==> src/rtl/uart_rx_fifo.sv <==
// rtl/uart_rx_fifo.sv - UART receiver feeding a first-word fall-through receive FIFO
// Optional even-parity bit between data and stop: define UART_RX_PARITY_EN.
module uart_rx_fifo #(
  parameter int DATA_WIDTH   = 8,
  parameter int FIFO_DEPTH   = 8,
  parameter int CLKS_PER_BIT = 104
) (
  input  logic                          clk,
  input  logic                          reset_n,
  input  logic                          ena,
  input  logic                          rx,
  output logic [DATA_WIDTH-1:0]         rx_data,
  output logic                          rx_valid,
  input  logic                          rx_ready,
  output logic [$clog2(FIFO_DEPTH):0]   fifo_count,
  output logic                          frame_err,
  output logic                          overrun
`ifdef UART_RX_PARITY_EN
  ,
  output logic                          parity_err
`endif
);

  localparam int PTR_W = $clog2(FIFO_DEPTH);
  localparam int CNT_W = $clog2(CLKS_PER_BIT);
  localparam int BIT_W = $clog2(DATA_WIDTH + 1);

  localparam logic [CNT_W-1:0] CNT_FULL = CNT_W'(CLKS_PER_BIT - 1);
  localparam logic [CNT_W-1:0] CNT_HALF = CNT_W'(CLKS_PER_BIT / 2 - 1);
  localparam logic [BIT_W-1:0] BIT_LAST = BIT_W'(DATA_WIDTH - 1);
  localparam logic [PTR_W:0]   DEPTH_C  = (PTR_W + 1)'(FIFO_DEPTH);

`ifdef UART_RX_PARITY_EN
  typedef enum logic [2:0] {S_IDLE, S_START, S_DATA, S_PARITY, S_STOP} state_t;
`else
  typedef enum logic [1:0] {S_IDLE, S_START, S_DATA, S_STOP} state_t;
`endif

  state_t                 state;
  logic                   sync1, sync2;
  logic [CNT_W-1:0]       cnt;
  logic [BIT_W-1:0]       bit_idx;
  logic [DATA_WIDTH-1:0]  shift;
  logic                   armed;
  logic [1:0]             settle;
  logic                   push_req;
`ifdef UART_RX_PARITY_EN
  logic                   par_bad;
`endif

  logic [DATA_WIDTH-1:0]  mem [FIFO_DEPTH];
  logic [PTR_W-1:0]       wr_ptr, rd_ptr;
  logic                   full, pop, push_ok;

  assign full     = (fifo_count == DEPTH_C);
  assign rx_valid = (fifo_count != '0);
  assign rx_data  = rx_valid ? mem[rd_ptr] : '0;
  assign pop      = rx_valid && rx_ready && ena;
  assign push_ok  = push_req && ena && (!full || pop);

  // Two-flop synchronizer for the asynchronous line; resets to the idle level.
  always_ff @(posedge clk) begin
    if (!reset_n) begin
      sync1 <= 1'b1;
      sync2 <= 1'b1;
    end else if (ena) begin
      sync1 <= rx;
      sync2 <= sync1;
    end
  end

  // Receive FSM: mid-bit sampling, character assembly, error pulses and push request.
  always_ff @(posedge clk) begin
    if (!reset_n) begin
      state     <= S_IDLE;
      cnt       <= '0;
      bit_idx   <= '0;
      shift     <= '0;
      armed     <= 1'b0;
      settle    <= '0;
      push_req  <= 1'b0;
      frame_err <= 1'b0;
`ifdef UART_RX_PARITY_EN
      par_bad    <= 1'b0;
      parity_err <= 1'b0;
`endif
    end else if (!ena) begin
      frame_err <= 1'b0;
`ifdef UART_RX_PARITY_EN
      parity_err <= 1'b0;
`endif
    end else begin
      push_req  <= 1'b0;
      frame_err <= 1'b0;
`ifdef UART_RX_PARITY_EN
      parity_err <= 1'b0;
`endif
      // The synchronizer holds its reset value for two cycles; ignore it until real data arrives.
      if (settle != 2'd2) settle <= settle + 2'd1;
      case (state)
        S_IDLE: begin
          cnt     <= '0;
          bit_idx <= '0;
          if (settle == 2'd2) begin
            if (sync2) begin
              armed <= 1'b1;
            end else if (armed) begin
              armed <= 1'b0;
              state <= S_START;
            end
          end
        end
        S_START: begin
          if (cnt == CNT_HALF) begin
            cnt   <= '0;
            state <= sync2 ? S_IDLE : S_DATA;
          end else begin
            cnt <= cnt + 1'b1;
          end
        end
        S_DATA: begin
          if (cnt == CNT_FULL) begin
            cnt   <= '0;
            shift <= DATA_WIDTH'({sync2, shift} >> 1);
            if (bit_idx == BIT_LAST) begin
              bit_idx <= '0;
`ifdef UART_RX_PARITY_EN
              state   <= S_PARITY;
`else
              state   <= S_STOP;
`endif
            end else begin
              bit_idx <= bit_idx + 1'b1;
            end
          end else begin
            cnt <= cnt + 1'b1;
          end
        end
`ifdef UART_RX_PARITY_EN
        S_PARITY: begin
          if (cnt == CNT_FULL) begin
            cnt        <= '0;
            par_bad    <= ^{shift, sync2};
            parity_err <= ^{shift, sync2};
            state      <= S_STOP;
          end else begin
            cnt <= cnt + 1'b1;
          end
        end
`endif
        S_STOP: begin
          if (cnt == CNT_FULL) begin
            cnt   <= '0;
            state <= S_IDLE;
            if (!sync2) begin
              frame_err <= 1'b1;
`ifdef UART_RX_PARITY_EN
            end else if (!par_bad) begin
`else
            end else begin
`endif
              push_req <= 1'b1;
            end
          end else begin
            cnt <= cnt + 1'b1;
          end
        end
        default: state <= S_IDLE;
      endcase
    end
  end

  // FIFO pointers, occupancy and overrun pulse; a pop frees room for a same-cycle push.
  always_ff @(posedge clk) begin
    if (!reset_n) begin
      wr_ptr     <= '0;
      rd_ptr     <= '0;
      fifo_count <= '0;
      overrun    <= 1'b0;
    end else begin
      overrun <= 1'b0;
      if (push_ok) wr_ptr <= wr_ptr + 1'b1;
      if (pop)     rd_ptr <= rd_ptr + 1'b1;
      if (push_req && ena && full && !pop) overrun <= 1'b1;
      if (push_ok && !pop)      fifo_count <= fifo_count + 1'b1;
      else if (pop && !push_ok) fifo_count <= fifo_count - 1'b1;
    end
  end

  // FIFO storage; written only on an accepted push.
  always_ff @(posedge clk) begin
    if (reset_n && push_ok) mem[wr_ptr] <= shift;
  end

endmodule

==> config.mk <==
export PLATFORM = sky130hd
export DESIGN_NAME = uart_rx_fifo
export DESIGN_NICKNAME = d
export VERILOG_FILES = /design/src/rtl/uart_rx_fifo.sv
export SDC_FILE = /design/constraint.sdc
export NUM_CORES = 1
export LEC_CHECK = 0
export BUFFER_PORTS_ARGS = -buffer_cell sky130_fd_sc_hd__buf_2
export CORE_UTILIZATION = 40
export CTS_BUF_LIST = sky130_fd_sc_hd__clkbuf_4
export DETAILED_ROUTE_END_ITERATION = 8
export SYNTH_ARGS = -nofsm -noshare
export SYNTH_HDL_FRONTEND = slang
export SYNTH_SLANG_ARGS = --single-unit
==> constraint.sdc <==
create_clock -name clk -period 2.3 [get_ports clk]
set_input_delay 0 -clock clk [delete_from_list [all_inputs] [get_ports clk]]
set_output_delay 0 -clock clk [all_outputs]
set_load 0.1 [all_outputs]
==> results.toml, run 1 <==
[outcome]
run_status = "complete, no violations"

[global_routing]
grt_start_max_net_pins = 32
grt_remaining_overflow = 0
grt_pass1_wl_um = 13280
grt.total_usage_pct = 15.21
antenna_violations_before_repair = 0
vias_in_the_first_global_route = 2636

[sta]
hold_violations = 0
period_needed_ns = 2.183
clock-skew-final_ns = 0.02362
layout_setup_ws_ns = 0.1170
worst_slew_margin_relative_to_its_limit_pct = 36.86
setup_viol = 0
worst-slew-pin-transition_ns = 0.9436
finalMaxSlewViolations = 0
setup-tns-final_ns = 0
fmax_mhz = 458.1
finalCritPeriodShare_pct = 94.91
fin_hold_ws_ns = 0.1277

[cts]
sink_count_of_the_clock_tree = 106
cts_buffers = 9
tritoncts = "built"
worstSkewPairLatency_ns = 0.44
number_of_post_cts_setup_repair_buffers = 0
count_of_h_tree_levels_built_during_cts = 3
clock_path_buffers = 2
cts_root_cell = "sky130_fd_sc_hd__clkbuf_4"
clk_transition_reported_paths_ns = 0.18

[placement]
placedCellCount = 499
number_of_buffer_cells_added_on_primary_ports = 19
detailedPlace.worstSlack_ns = 0.05168
globalplace.congestion = 0.6915
detailedPlacementHpwl_um = 5424

[drt]
detail_route.first_pass.iterations = 4
number_of_vias_in_the_routed_layout = 2679
drt-wirelength-per-cell_um = 15.48
postRouteWirelength_um = 8066
first_iter_violations = 105
drc = 0
ant_nets = 0
avgViaCountPerCell = 5.142

[floorplanning]
initial_utilization_pct = 41.17
core_area_um2 = 10890
die-height_um = 107.9
floorplan.die_area_um2 = 11630
num_io_pins = 20
num_rows = 38
fp.dieW_um = 107.9

[min_path]
hold_path.class = "input pin to flop"

[layout]
layout.cells.most_common_list = "sky130_fd_sc_hd__edfxtp_1 (64), sky130_fd_sc_hd__dfxtp_1 (38), sky130_fd_sc_hd__nand2_1 (29), sky130_fd_sc_hd__nor2_1 (21), sky130_fd_sc_hd__buf_2 (19)"
post_route_cells_drive_above_1_share_pct = 23.36
num_antenna_cells = 0
syn_to_final_growth_pct = 12.84
fin_cells = 521
seqCellArea_um2 = 2778
final_util_pct = 46.46
design.final.nets = 390
layout_commonest_cell = "sky130_fd_sc_hd__edfxtp_1"
nFillCells = 988
multi_input_comb_area_um2 = 1685

[power_and_ir_drop]
pwr_density_cell_nw_per_um2 = 716.8
total_leakage_power_nw = 1.791
max-vdd-ir-drop_mv = 0.4685

[setup_path]
worst-endpoint-arrival_ns = 2.56
worst-setup-path-type = "flop to flop"
crit_path_start_kind = "flop"
worst-endpoint-required_ns = 2.68
cpPeakStageDelay_ns = 0.42
setup.reg_to_reg.worst_slack_ns = 0.12
critPathMaxFanout = 5
critical_path.slowest_cell = "sky130_fd_sc_hd__dfxtp_4"
timing.critical_path.to_type = "flop"
timing.critical_path.cells = "nor4_4, nor2_2, inv_1, ha_2, inv_1, ha_1, a21o_1, a21oi_2, mux2i_1, mux2i_1"

[synth]
yosys.area_share.adder_pct = 2.679
synth-async-reset-ratio_pct = 0
synth_flop_cell = "sky130_fd_sc_hd__edfxtp_1"
synthesis.instances = 346
synth_top_area_share_pct = 42.87
synth_top_family_by_area = "simple AND/OR/NAND/NOR gates"
yosys_warnings = 0
synth.ff_latch_count = 106
synth-compound-area-share_pct = 7.089
yosys.cell_types.count = 48
syn_avg_cell_area_um2 = 12.96
seq_area_frac_synth_pct = 61.62
proportion_of_synthesized_area_in_mux_cells_pct = 11.83
synth_largest_area_cell = "sky130_fd_sc_hd__edfxtp_1"
synth_xor_area_share_pct = 1.172
synth.area.top_cells = "sky130_fd_sc_hd__edfxtp_1 (43%), sky130_fd_sc_hd__dfxtp_1 (19%), sky130_fd_sc_hd__mux4_2 (8.0%)"
yosys.area_share.simple_pct = 12.98
mappedNetlistNets = 360
mappedNetlistArea_um2 = 4483
edff_count_synth = 64

[run]
maxCapViolations = 0
[critical path, delay by kind of cell (launching register included)]
family          cells  cell delay (ns)
mux                 2             0.42
flops               1             0.42
compound gates      2             0.32
buf+inv             2             0.12
fa+ha+maj           2             0.45
simple gates        2             0.39
[cell usage after synthesis (3+ instances only)]
library cell and n:
sky130_fd_sc_hd__a21oi_1 19, sky130_fd_sc_hd__a31oi_1 5, sky130_fd_sc_hd__and2_1 4, sky130_fd_sc_hd__and3_1 4, sky130_fd_sc_hd__buf_1 3, sky130_fd_sc_hd__buf_2 7
sky130_fd_sc_hd__clkbuf_1 7, sky130_fd_sc_hd__dfxtp_1 42, sky130_fd_sc_hd__edfxtp_1 64, sky130_fd_sc_hd__ha_1 8, sky130_fd_sc_hd__inv_1 7, sky130_fd_sc_hd__mux2i_1 17
sky130_fd_sc_hd__mux4_2 16, sky130_fd_sc_hd__nand2_1 29, sky130_fd_sc_hd__nand2b_1 14, sky130_fd_sc_hd__nand3_1 7, sky130_fd_sc_hd__nor2_1 30, sky130_fd_sc_hd__nor2b_1 4
sky130_fd_sc_hd__nor3_1 7, sky130_fd_sc_hd__nor3b_1 3, sky130_fd_sc_hd__o211ai_1 3, sky130_fd_sc_hd__o21ai_0 6, sky130_fd_sc_hd__o221ai_1 3, sky130_fd_sc_hd__xnor2_1 5
[metal layers]
| layer | share of wire, % | wire length (um) | global-route usage, % | up-vias |
|---|---|---|---|---|
| met5 | 0 | 0 | 0 | - |
| met4 | 0.52 | 42 | 4.990 | 0 |
| met3 | 1.4 | 116 | 3.148 | 2 |
| met2 | 51 | 4086 | 26.56 | 19 |
| met1 | 47 | 3820 | 18.67 | 1315 |
| li1 | - | - | - | 1343 |
[cells by family (layout without fill, tap and decap cells)]
logic type	Yosys count	in the layout
AO/OA/AOI/OAI	50	50
XOR/XNOR	6	6
AND/OR/NAND/NOR	115	115
buffers and inverters	27	62
flip-flops	106	106
adder cells (fa/ha/maj)	9	9
multiplexers	33	33
[what timing repair did]
action | 4_1_cts | 5_1_grt
hold endpoints to repair | 10 | 0
setup endpoints to repair | 0 | 7
hold buffers | 6 | 0
resized for setup | 0 | 5
[registers in the layout (all words and copies together) (netlist names), 2 cells and up, named ones only]
| signal | flops |
|---|---|
| mem | 64 |
| bit_idx | 4 |
| wr_ptr | 3 |
| shift | 8 |
| rd_ptr | 3 |
| fifo_count | 4 |
| settle | 2 |
| cnt | 7 |
[where the power goes]
part	internal (W)	total (W)	switching, W
logic	0.000157	0.000689	0.000532
registers	0.00201	0.00203	0.0000225
clock network	0.000255	0.000907	0.000652
[area by class of cell]
type | instances | share of cell area [%]
Clock inverter | 7 | 1.311
Timing Repair Buffer | 38 | 5.070
Inverter | 8 | 0.5936
Multi-Input combinational cell | 213 | 33.32
Sequential cell | 106 | 54.91
Tap cell | 140 | 3.463
Clock buffer | 9 | 1.336
[worst paths after layout]
| check | start | end | cells after the start |
|---|---|---|---|
| setup / recovery | fifo_count[2]$_SDFFE_PN0P_ | fifo_count[3]$_SDFFE_PN0P_ | 10 |
| hold / removal | rx_ready | rd_ptr[1]$_SDFFE_PN0N_ | 4 |
| setup reg to reg | fifo_count[2]$_SDFFE_PN0P_ | fifo_count[3]$_SDFFE_PN0P_ | 10 |
| hold reg to reg | push_req$_SDFFE_PN0P_ | push_req$_SDFFE_PN0P_ | 2 |
[per-stage QoR]
stage	cell area, um2	power [W]
3_5_place_dp	4833	0.002749
4_1_cts	5027	0.003661
2_1_floorplan	4553	0.002652
6_report	5059	0.003626
3_3_place_gp	4833	0.002744
5_1_grt	5059	0.003774
No activity file was read; power rests on OpenSTA's default activity.
==> run 2, diff against run 1 <==
--- a/config.mk
+++ b/config.mk
@@ -5,6 +5,7 @@
 export SDC_FILE = /design/constraint.sdc
 export NUM_CORES = 1
 export LEC_CHECK = 0
+export ABC_AREA = 1
 export BUFFER_PORTS_ARGS = -buffer_cell sky130_fd_sc_hd__buf_2
 export CORE_UTILIZATION = 40
 export CTS_BUF_LIST = sky130_fd_sc_hd__clkbuf_4
==> run 2 against run 1 <==
  * Clock power is 2% lower
  * Die area is 0.60% higher
  * Clock skew is 0.0078 ns higher
  * Maximum frequency is 2.2% higher
  * Sequential power hardly changed
  * Synthesized cell count is 34% higher
  * Utilization is 0.64 points higher
  * Flip-flop and latch count stayed put
  * Wire length is 8.3% higher
==> results.toml, run 2 <==
[setup_path]
critical-path-top-cell-by-count = "sky130_fd_sc_hd__nor2_1"
worst-setup-path-type = "flop to primary output"
cpPeakStageDelay_ns = 0.39
setup.reg_to_reg.worst_slack_ns = 0.38
r2r_start = "fifo_count[1]$_SDFFE_PN0P_"
timing.critical_path.to_type = "primary output"
worst-endpoint-required_ns = 2.30
timing.critical_path.cells = "inv_2, buf_4, nor2_1, o32ai_1, nor2_1, nor2_2, buf_12"
ff2ff_path_depth = 15
crit_path_start_kind = "flop"
worstReg2RegEnd = "fifo_count[3]$_SDFFE_PN0P_"
critPathMaxFanout = 25
critical_path.slowest_cell = "sky130_fd_sc_hd__dfxtp_1"
worst-endpoint-arrival_ns = 2.14

[placement]
detailedPlace.worstSlack_ns = 0.4022
globalplace.congestion = 0.7939
number_of_buffer_cells_added_on_primary_ports = 19
detailedPlacementHpwl_um = 5876

[min_path]
min-delay-start = "rx_ready"
hold_path.class = "input pin to flop"
hold_depth = 5
holdPathEnd = "overrun$_SDFF_PN0_"

[drt]
first_iter_violations = 190
postRouteWirelength_um = 8738
drt-wirelength-per-cell_um = 13.67
avgViaCountPerCell = 5.081
number_of_vias_in_the_routed_layout = 3247
ant_nets = 0
detail_route.first_pass.iterations = 5
drc = 0

[synth]
synth_commonest_cells = "sky130_fd_sc_hd__nor2_1 (89), sky130_fd_sc_hd__edfxtp_1 (64), sky130_fd_sc_hd__o21ai_0 (61), sky130_fd_sc_hd__nand2_1 (51), sky130_fd_sc_hd__dfxtp_1 (42)"
synth_top_area_share_pct = 42.61
mappedNetlistArea_um2 = 4511
synth-async-reset-ratio_pct = 0
mappedNetlistNets = 477
synth_largest_area_cell = "sky130_fd_sc_hd__edfxtp_1"
yosys_warnings = 0
edff_count_synth = 64
seq_area_frac_synth_pct = 61.25
syn_avg_cell_area_um2 = 9.742
yosys.cell_types.count = 30
synth.ff_latch_count = 106
synth.most_common_cell = "sky130_fd_sc_hd__nor2_1"
synth_flop_cell = "sky130_fd_sc_hd__edfxtp_1"
synth.area.top_cells = "sky130_fd_sc_hd__edfxtp_1 (43%), sky130_fd_sc_hd__dfxtp_1 (19%), sky130_fd_sc_hd__nor2_1 (7.4%)"
synthesis.instances = 463

[sta]
rsz0062_at_grt = "yes"
finalCritPeriodShare_pct = 92.89
clock-skew-final_ns = 0.03139
setup_viol = 0
worst-slew-pin-transition_ns = 0.4921
worst_slew_margin_relative_to_its_limit_pct = 67.42
finalMaxSlewViolations = 0
layout_setup_ws_ns = 0.1636
period_needed_ns = 2.136
setup-tns-final_ns = 0
fmax_mhz = 468.1
hold_violations = 0
fin_hold_ws_ns = 0.01003

[cts]
tritoncts = "built"
worstSkewPairLatency_ns = 0.46
cts_root_cell = "sky130_fd_sc_hd__clkbuf_4"
count_of_h_tree_levels_built_during_cts = 3
cts_buffers = 9
sink_count_of_the_clock_tree = 106
post_cts_resize_count = 0
clock_path_buffers = 2
clk_transition_reported_paths_ns = 0.16

[global_routing]
antenna_violations_before_repair = 0
grt.total_usage_pct = 16.24
grt_remaining_overflow = 0
grt_start_max_net_pins = 33
grt_pass1_wl_um = 14570
vias_in_the_first_global_route = 2995

[layout]
regMostFlops = "mem"
post_route_cells_drive_above_1_share_pct = 17.43
layout.cells.most_common_list = "sky130_fd_sc_hd__nor2_1 (81), sky130_fd_sc_hd__edfxtp_1 (64), sky130_fd_sc_hd__o21ai_0 (60), sky130_fd_sc_hd__nand2_1 (50), sky130_fd_sc_hd__dfxtp_1 (38)"
design.final.nets = 508
top_regs = "mem (64), shift (8), cnt (7)"
num_antenna_cells = 0
layout_commonest_cell = "sky130_fd_sc_hd__nor2_1"
number_of_flip_flops_in_the_largest_register = 64
nFillCells = 1038
syn_to_final_growth_pct = 14.20
final_util_pct = 47.11

[power_and_ir_drop]
report.power.total_w = 0.003556
max-vdd-ir-drop_mv = 0.4057
total_leakage_power_nw = 1.899
pwr_density_cell_nw_per_um2 = 690.3

[floorplanning]
fp.dieW_um = 108.2
core_area_um2 = 10940
num_rows = 38
die-height_um = 108.2
initial_utilization_pct = 41.25
floorplan.die_area_um2 = 11710
num_io_pins = 20

[run]
maxCapViolations = 0

[outcome]
run_status = "complete, no violations"
==> run 2: cell families after synthesis <==
kind of cell	synth area share, %
fa+ha+maj	2.663
simple gates	16.50
flops	61.25
xor+xnor	0.9708
compound gates	12.95
buf+inv	5.659
==> run 2: cell type report <==
| cell class | count | area [um2] | area share [%] |
|---|---|---|---|
| clock buffers | 9 | 67.56 | 1.312 |
| clock inverters | 7 | 58.81 | 1.142 |
| inverters | 44 | 175.2 | 3.401 |
| multi-input cells | 296 | 1536 | 29.83 |
| flip-flops and latches | 106 | 2778 | 53.92 |
| well taps | 140 | 175.2 | 3.401 |
| repair buffers | 37 | 360.3 | 6.995 |
==> run 2: through the flow <==
step | std cells | cell area [um2]
CTS | 639 | 5151
floorplan | 463 | 4579
finish | 639 | 5151
global route | 639 | 5151
detailed placement | 619 | 4985
global placement | 619 | 4985
==> run 2: where the power goes <==
| part | internal (W) | switching [W] | total, W |
|---|---|---|---|
| clock network | 0.000245 | 0.000647 | 0.000891 |
| registers | 0.00201 | 0.0000190 | 0.00203 |
| logic | 0.000193 | 0.000444 | 0.000637 |
==> run 2: how the worst max path moves through the flow <==
stage                                           from                    endpoint  slack, ns  cells past startpoint
after floorplan           fifo_count[1]$_SDFFE_PN0P_  fifo_count[3]$_SDFFE_PN0P_       0.02                     14
after global placement    fifo_count[1]$_SDFFE_PN0P_  fifo_count[3]$_SDFFE_PN0P_       0.42                     15
after detailed placement  fifo_count[1]$_SDFFE_PN0P_  fifo_count[3]$_SDFFE_PN0P_       0.40                     15
after CTS                                       flop                  rx_data[7]       0.13                      7
after global routing                            flop                  rx_data[6]     -0.007                      7
final                                           flop                  rx_data[6]       0.16                      7
==> run 2: critical path, delay by kind of cell, from the launching register on <==
family	cells	cell delay, ns
AND/OR/NAND/NOR	3	0.31
flip-flops	1	0.39
AO/OA/AOI/OAI	1	0.22
buffers and inverters	3	0.78
==> run 2: repair_timing <==
action / in CTS / in global routing
endpoints found under the setup margin: 0 / 2
hold buffers: 4 / 0
endpoints found under the hold margin: 26 / 0
buffers inserted: 0 / 0
==> run 2: routing by layer <==
metal	vias up	track usage, %	part of all wire [%]
met4	0	6.458	1.0
met3	8	2.411	2.7
li1	1631	-	-
met5	-	0	0
met2	43	26.84	48
met1	1565	21.44	48
==> run 3, diff against run 2 <==
--- a/config.mk
+++ b/config.mk
@@ -7,9 +7,11 @@
 export LEC_CHECK = 0
 export ABC_AREA = 1
 export BUFFER_PORTS_ARGS = -buffer_cell sky130_fd_sc_hd__buf_2
-export CORE_UTILIZATION = 40
+export CORE_UTILIZATION = 56
 export CTS_BUF_LIST = sky130_fd_sc_hd__clkbuf_4
 export DETAILED_ROUTE_END_ITERATION = 8
+export PLACE_DENSITY = 0.76
+export RECOVER_POWER = 50
 export SYNTH_ARGS = -nofsm -noshare
 export SYNTH_HDL_FRONTEND = slang
 export SYNTH_SLANG_ARGS = --single-unit
==> run 3 against run 2 <==
  * Combinational power fell by 9.7%
  * Total power rose by 2.1%
  * Register-to-register slack got worse by 0.07 ns
  * Critical path depth decreased by 1
  * Non-clock buffer count grew 3
  * Maximum frequency grew 2.8%
  * Clock skew is 0.010 ns lower
  * Clock-buffer cell count stayed put
  * Flip-flop and latch count is the same
==> results.toml, run 3 (synthesized netlist as in run 2, its figures left out) <==
[outcome]
run_status = "complete, no violations"

[layout]
layout.cells.most_common_list = "sky130_fd_sc_hd__nor2_1 (81), sky130_fd_sc_hd__edfxtp_1 (64), sky130_fd_sc_hd__o21ai_0 (60), sky130_fd_sc_hd__nand2_1 (51), sky130_fd_sc_hd__dfxtp_1 (38)"
design.final.nets = 511
syn_to_final_growth_pct = 12.45
post_route_cells_drive_above_1_share_pct = 14.94
num_antenna_cells = 0
regMostFlops = "mem"
number_of_flip_flops_in_the_largest_register = 64
top_regs = "mem (64), shift (8), cnt (7)"
final_util_pct = 65.30
fin_cells = 604
layout_commonest_cell = "sky130_fd_sc_hd__nor2_1"

[sta]
fmax_mhz = 481.0
period_needed_ns = 2.079
setup_viol = 0
worst_slew_margin_relative_to_its_limit_pct = 22.58
setup-tns-final_ns = 0
hold_violations = 0
fin_hold_ws_ns = 0.01855
clock-skew-final_ns = 0.02101
finalMaxSlewViolations = 0
worst-slew-pin-transition_ns = 1.166
rsz0062_at_grt = "no"
finalCritPeriodShare_pct = 90.40

[power_and_ir_drop]
max-vdd-ir-drop_mv = 0.3665
pwr_density_cell_nw_per_um2 = 716.0
total_leakage_power_nw = 1.867

[setup_path]
ff2ff_path_depth = 14
critPathMaxFanout = 18
setup.worst_path.end = "rx_data[1]"
r2r_start = "fifo_count[1]$_SDFFE_PN0P_"
worst-endpoint-required_ns = 2.30
timing.critical_path.to_type = "primary output"
crit_path_start_kind = "flop"
worstReg2RegEnd = "fifo_count[3]$_SDFFE_PN0P_"
worst-setup-path-type = "flop to primary output"
setup.reg_to_reg.worst_slack_ns = 0.31
worst-endpoint-arrival_ns = 2.08

[placement]
number_of_buffer_cells_added_on_primary_ports = 19
placedCellCount = 583
globalplace.congestion = 0.8576
detailedPlacementHpwl_um = 5813

[cts]
count_of_h_tree_levels_built_during_cts = 3
sink_count_of_the_clock_tree = 106
cts_buffers = 9
tritoncts = "built"
clock_path_buffers = 2
cts_root_cell = "sky130_fd_sc_hd__clkbuf_4"
worstSkewPairLatency_ns = 0.45
number_of_post_cts_setup_repair_buffers = 0
clk_transition_reported_paths_ns = 0.15

[global_routing]
antenna_violations_before_repair = 0
grt_remaining_overflow = 0
groute.layer.met3.usage_pct = 4.892
grt_start_max_net_pins = 33
grt_pass1_wl_um = 14650
vias_in_the_first_global_route = 3133
grt.met2_usage_pct = 37.41
globalRouteMet1Util_pct = 28.90
grt.total_usage_pct = 22.46
top_usage_layer = "met2"

[floorplanning]
num_io_pins = 20
initial_utilization_pct = 58.07
fp.dieW_um = 91.75
floorplan.die_area_um2 = 8417
num_rows = 32
core_area_um2 = 7767
die-height_um = 91.75

[drt]
drt-wirelength-per-cell_um = 14.17
avgViaCountPerCell = 5.329
first_iter_violations = 304
detail_route.first_pass.iterations = 4
drc = 0
postRouteWirelength_um = 8557
number_of_vias_in_the_routed_layout = 3219
ant_nets = 0

[run]
maxCapViolations = 0

[min_path]
hold_path.class = "input pin to flop"
## run 3: changes by cell type in the layout (fill, tap and decap cells not counted), sizes merged
| cell | previous run | this run |
|---|---|---|
| buf | 33 | 23 |
| bufinv | 0 | 2 |
| clkbuf | 9 | 21 |
| clkinv | 3 | 4 |
| clkinvlp | 0 | 1 |
| dlygate4sd3 | 4 | 5 |
| inv | 48 | 44 |
## run 3: worst min-delay path by stage
stage,start,to,slack [ns],cells after the start
5_1_grt,rx_ready,overrun$_SDFF_PN0_,0.03,5
2_1_floorplan,rx,sync1$_SDFFE_PN1P_,0.13,2
3_3_place_gp,rx,sync1$_SDFFE_PN1P_,0.21,3
4_1_cts,rx_ready,overrun$_SDFF_PN0_,0.02,5
6_report,rx_ready,overrun$_SDFF_PN0_,0.02,5
3_5_place_dp,rx,sync1$_SDFFE_PN1P_,0.21,3
## run 3: power breakdown
| group | total [W] | switching (W) | internal, W |
|---|---|---|---|
| clock | 0.00102 | 0.000585 | 0.000440 |
| combinational | 0.000575 | 0.000426 | 0.000150 |
| sequential | 0.00203 | 0.0000229 | 0.00201 |
## run 3: metal layers
metal | vias to the layer above | routed length, um
met5 | - | 0
met4 | 0 | 85
met3 | 9 | 485
met2 | 90 | 4261
met1 | 1475 | 3726
li1 | 1645 | -
## run 3: per-stage QoR
step | cell area (um2) | total power (W) | setup slack [ns]
after floorplan | 4579 | 0.002529 | 0.01601
after global routing | 5072 | 0.003777 | 0.02354
final | 5072 | 0.003632 | 0.2209
after CTS | 5090 | 0.003659 | 0.03772
after global placement | 4877 | 0.002637 | 0.4377
after detailed placement | 4877 | 0.002646 | 0.3935
## run 3: cell type report
type,instances,area [um2]
clock buffer,9,67.56
clock inverter,7,93.84
fill,627,2695
inverter,44,177.7
multi-input combinational,296,1530
sequential,106,2778
tap,102,127.6
timing repair buffer,40,297.8
## run 3: what timing repair did
action	4_1_cts	5_1_grt
setup endpoints to repair	5	7
resized for setup	1	5
endpoints found under the hold margin	27	0
hold buffers	5	0
## run 3: worst max-delay path: stages (launching register included)
cell and delay (ns):
sky130_fd_sc_hd__dfxtp_4 0.46, sky130_fd_sc_hd__buf_4 0.24, sky130_fd_sc_hd__nor2_1 0.07, sky130_fd_sc_hd__o32ai_1 0.29
sky130_fd_sc_hd__nor2_1 0.08, sky130_fd_sc_hd__nor2_2 0.08, sky130_fd_sc_hd__buf_2 0.42
